File: config.mk
export PLATFORM = sky130hd
export DESIGN_NAME = instr_encoder_loader
export DESIGN_NICKNAME = d
export VERILOG_FILES = /design/src/rtl/instr_encoder_loader.sv
export SDC_FILE = /design/constraint.sdc
export NUM_CORES = 1
export LEC_CHECK = 0
export CORE_MARGIN = 2
export CORE_UTILIZATION = 35
export DETAILED_ROUTE_END_ITERATION = 8
export GPL_TIMING_DRIVEN = 0
export PLACE_DENSITY_LB_ADDON = 0.2
export RECOVER_POWER = 50
export SLEW_MARGIN = 0
export SYNTH_ARGS = -nofsm -noshare
export SYNTH_HDL_FRONTEND = slang
export SYNTH_SLANG_ARGS = --single-unit
export TNS_END_PERCENT = 30
File: constraint.sdc
create_clock -name clk -period 3.3 [get_ports clk]
set_input_delay 0.825 -clock clk [delete_from_list [all_inputs] [get_ports clk]]
set_output_delay 0.825 -clock clk [all_outputs]
set_load 0.01 [all_outputs]
File: src/rtl/instr_encoder_loader.sv
// Encodes symbolic MIPS instruction requests into machine words and streams them into instruction memory.
// Optional running XOR checksum of written words is enabled by defining INSTR_ENC_CKSUM_EN.
module instr_encoder_loader #(
    parameter int unsigned DEPTH     = 1024,
    parameter logic [31:0] BASE_ADDR = 32'h0000_3000
) (
    input  logic        clk,
    input  logic        reset,
    input  logic        start,
    input  logic        finish,
    input  logic        in_valid,
    output logic        in_ready,
    input  logic [3:0]  in_op,
    input  logic [4:0]  in_rs,
    input  logic [4:0]  in_rt,
    input  logic [4:0]  in_rd,
    input  logic [25:0] in_imm,
    output logic        im_we,
    output logic [31:0] im_addr,
    output logic [31:0] im_wdata,
    output logic [10:0] count,
    output logic        busy,
    output logic        full,
    output logic        err,
    output logic [31:0] cksum
);

    typedef enum logic [1:0] {
        IDLE,
        RUN,
        FULL
    } state_t;

    localparam logic [10:0] DEPTH_W = 11'(DEPTH);

    state_t      state;
    logic        accept;
    logic        legal;
    logic [31:0] enc;
    logic [15:0] imm16;

    assign in_ready = (state == RUN) && (count < DEPTH_W);
    assign accept   = in_valid && in_ready;
    assign imm16    = in_imm[15:0];

    // Fields not used by an op are left at zero by construction of each word.
    always_comb begin
        enc   = '0;
        legal = 1'b1;
        case (in_op)
            4'd0:    enc = '0;
            4'd1:    enc = {6'b000000, in_rs, in_rt, in_rd, 5'b00000, 6'b100000};
            4'd2:    enc = {6'b000000, in_rs, in_rt, in_rd, 5'b00000, 6'b100010};
            4'd3:    enc = {6'b001101, in_rs, in_rt, imm16};
            4'd4:    enc = {6'b100011, in_rs, in_rt, imm16};
            4'd5:    enc = {6'b101011, in_rs, in_rt, imm16};
            4'd6:    enc = {6'b001111, 5'b00000, in_rt, imm16};
            4'd7:    enc = {6'b000100, in_rs, in_rt, imm16};
            4'd8:    enc = {6'b000010, in_imm};
            4'd9:    enc = {6'b000011, in_imm};
            4'd10:   enc = {6'b000000, in_rs, 15'd0, 6'b001000};
            default: legal = 1'b0;
        endcase
    end

    always_ff @(posedge clk) begin
        if (reset) begin
            state    <= IDLE;
            im_we    <= 1'b0;
            im_addr  <= BASE_ADDR;
            im_wdata <= '0;
            count    <= '0;
            busy     <= 1'b0;
            full     <= 1'b0;
            err      <= 1'b0;
        end else begin
            im_we <= accept && legal;
            if (accept && legal) begin
                im_addr  <= BASE_ADDR + {19'd0, count, 2'b00};
                im_wdata <= enc;
                count    <= count + 11'd1;
            end
            if (accept && !legal) begin
                err <= 1'b1;
            end
            case (state)
                IDLE: begin
                    if (start) begin
                        state <= RUN;
                        busy  <= 1'b1;
                        count <= '0;
                        err   <= 1'b0;
                    end
                end
                RUN: begin
                    // finish wins over filling; a coincident acceptance still writes.
                    if (finish) begin
                        state <= IDLE;
                        busy  <= 1'b0;
                    end else if (accept && legal && (count + 11'd1 == DEPTH_W)) begin
                        state <= FULL;
                        busy  <= 1'b0;
                        full  <= 1'b1;
                    end
                end
                FULL: begin
                    if (finish) begin
                        state <= IDLE;
                        full  <= 1'b0;
                    end
                end
                default: begin
                    state <= IDLE;
                    busy  <= 1'b0;
                    full  <= 1'b0;
                end
            endcase
        end
    end

`ifdef INSTR_ENC_CKSUM_EN
    // A new session clears the sum even if the previous session's last write is on the bus.
    always_ff @(posedge clk) begin
        if (reset || (state == IDLE && start)) begin
            cksum <= '0;
        end else if (im_we) begin
            cksum <= cksum ^ im_wdata;
        end
    end
`else
    assign cksum = '0;
`endif

endmodule

==> results.cfg <==
[status]
status = finished clean

[clocking]
cts-resized-gates = 0
clock-sinks = 60
cts_tree = done
clk_pin_slew_ns = 0.07
cts_setup_buffers = 0
cts_buffers = 9
cts-root-buf = clkbuf_8
insertion_delay_ns = 0.34
clock_path_buffers = 2
postCtsHoldBufs = 0
htreeDepth = 3

[critical_path]
r2r-start = state[0]
rr_endpoint = im_addr[6]
cp-startpoint = in_op[0]
critical_path_required_ns = 3.56
critPathCaptureType = flip-flop
rrSetupSlack_ns = 1.36
worstSetupPathType = input port to flip-flop
path_max_fanout = 10
endpoint = im_addr[6]
crit_chain = dlygate4sd3_1, a21o_1, a21oi_1, buf_2, buf_4, nand2_1, a21oi_1
crit_path_top_delay_cell = dlygate4sd3_1
crit_path_start_kind = input port
r2r_cells = 7
crit_top_cell = a21oi_1
critPathMaxStageDelay_ns = 0.59
cp.arrival_ns = 2.83

[layout]
antenna_cells = 0
fin_util_pct = 54.5
nets = 574
final.fill_count = 836
area_growth_pct = 52.0
drive_gt1_share_pct = 16.1

[placement]
portBuffers = 108
dp_hpwl_um = 6340
gp_congestion = 0.812

[yosys]
yosys_register_bits = 60
synth_top_area_share_pct = 38.6
synth.top_cells.by_count = dfxtp_1 (60), buf_4 (54), nand2_1 (30)
yosysMostFrequentCell = dfxtp_1
ys_types = 58
ys_seq_area_share_pct = 38.6
syn_area_per_cell_sq_um = 8.84
synth.area.top_cells = dfxtp_1 (39%), buf_4 (13%), a21oi_1 (3.9%)
synth_edf_count = 0
async_flop_share_pct = 0
yosysTopAreaCell = dfxtp_1
netlist_area_sq_mm = 0.00311
synth_cells = 352
ys_warn_count = 0
synth_ff_type = dfxtp_1

[sta]
slew_viol_final = 0
period_share_pct = 77.8
worst_pin_slew_ns = 0.726
skew_ns = 0.0121
finalSetupViolCount = 0
min_period_ns = 2.57
holdWs_ns = 0.450
rsz0062_at_grt = false
timing.fmax_mhz = 389
max-slew-margin-rel_pct = 51.2
finalHoldViolations = 0
tns_ns = 0

[worst_hold_path]
hold_depth = 2
min-delay-path-class = flip-flop to flip-flop
hold_start = im_addr[11]

[global_route]
grt_pass1_wl_um = 13200
antenna_found_initial = 0
grtUsageMet1_pct = 19.8
grt_max_degree = 11
met2_usage_pct = 28.1
busiest_layer = met2
globalRoute.totalOverflow = 0
grt_pass1_vias = 2825
grt_use_met3_pct = 7.23
gr-usage-all-layers_pct = 16.9

[die]
io_pins = 162
die_area_sq_mm = 0.00966
initial_core_util_pct = 35.8
coreArea_sq_mm = 0.00868
die_h_um = 98.3
die_w_um = 98.3
rows = 34

[detailed_routing]
drtAntennaViolNets = 0
drc = 0
post_drt_wl_per_cell_um = 12.8
first_pass_iters = 4
vias = 2965
first_iter_violations = 94
wirelength_um = 8100
routed_via_density = 4.67

[power_and_ir_drop]
irDropWorstVdd_uv = 262
total_power_mw = 1.74
p_leak_nw = 2.12
power_density_mw_per_mm2 = 368

[run]
maxCapViolCount = 0
[per-layer routing]
| layer | wire, um | vias to the layer above |
|---|---|---|
| li1 | - | 1509 |
| met1 | 3390 | 1350 |
| met2 | 3890 | 104 |
| met5 | 0 | - |
| met3 | 783 | 2 |
| met4 | 33 | 0 |
[layout by cell type (no fill, tap or decap), types with 6 or more instances in the layout]
cell,synthesis,final
nand2_1,30,30
nand3_1,6,6
buf_2,10,10
a22oi_1,10,10
clkdlybuf4s50_1,0,52
a21oi_1,24,26
o2bb2ai_1,11,11
conb_1,1,52
nor2_1,16,16
clkbuf_8,0,10
a211o_1,7,7
dfxtp_1,60,60
o21ai_0,6,6
dlygate4sd3_1,0,56
clkbuf_1,12,15
nor3b_1,7,7
and3_1,8,8
a22o_1,9,9
buf_4,54,54
[critical path: cells and delay by family]
kind            cells  cell delay, ns
buf+inv             3            1.10
compound gates      3            0.82
simple gates        1            0.07
[logic make-up after synthesis]
group / Yosys count / synth area share [%]
AND/OR/NAND/NOR: 101 / 18.3
AO/OA/AOI/OAI: 99 / 23.3
buffers and inverters: 83 / 17.2
flip-flops: 60 / 38.6
XOR/XNOR: 6 / 1.69
adder cells (fa/ha/maj): 2 / 0.804
other: 1 / 0.121
[worst min-delay path by stage]
| stage | slack [ns] | end |
|---|---|---|
| 2_1_floorplan | 0.48 | im_wdata[29] |
| 3_3_place_gp | 0.44 | im_addr[11] |
| 3_5_place_dp | 0.45 | im_addr[11] |
| 4_1_cts | 0.46 | im_addr[11] |
| 5_1_grt | 0.48 | im_addr[11] |
| 6_report | 0.45 | im_addr[11] |
[sequential cells by signal, summed over array words and instances (netlist names)]
name and flops:
im_addr 12, im_wdata 31, im_we 1, busy 1, full 1, err 1
count 11, state 2
[through the flow]
step	std cells	worst slack (ns)	instance area, sq um
after floorplan	403	1.34	3300
after global placement	619	0.574	4520
after detailed placement	619	0.577	4520
after CTS	635	0.805	4740
after global routing	635	0.529	4730
final	635	0.732	4730
[cell type report]
| cell class | count | area (sq um) | area share, % |
|---|---|---|---|
| sequential | 60 | 1200 | 25.4 |
| timing repair buffer | 108 | 1080 | 22.9 |
| tap | 108 | 135 | 2.86 |
| clock inverter | 4 | 72.6 | 1.53 |
| clock buffer | 12 | 145 | 3.07 |
| buffer | 78 | 515 | 10.9 |
| inverter | 5 | 18.8 | 0.397 |
| multi-input combinational | 260 | 1560 | 33.0 |
[power breakdown]
part / total [mW] / leakage (nW) / internal (mW) / switching [mW]
registers: 0.746 / 0.485 / 0.737 / 0.00871
clock network: 0.721 / 0.107 / 0.445 / 0.276
logic: 0.273 / 1.53 / 0.146 / 0.127
total: 1.74 / 2.12 / 1.33 / 0.412
Note: power is estimated with default switching activity, not from simulation.
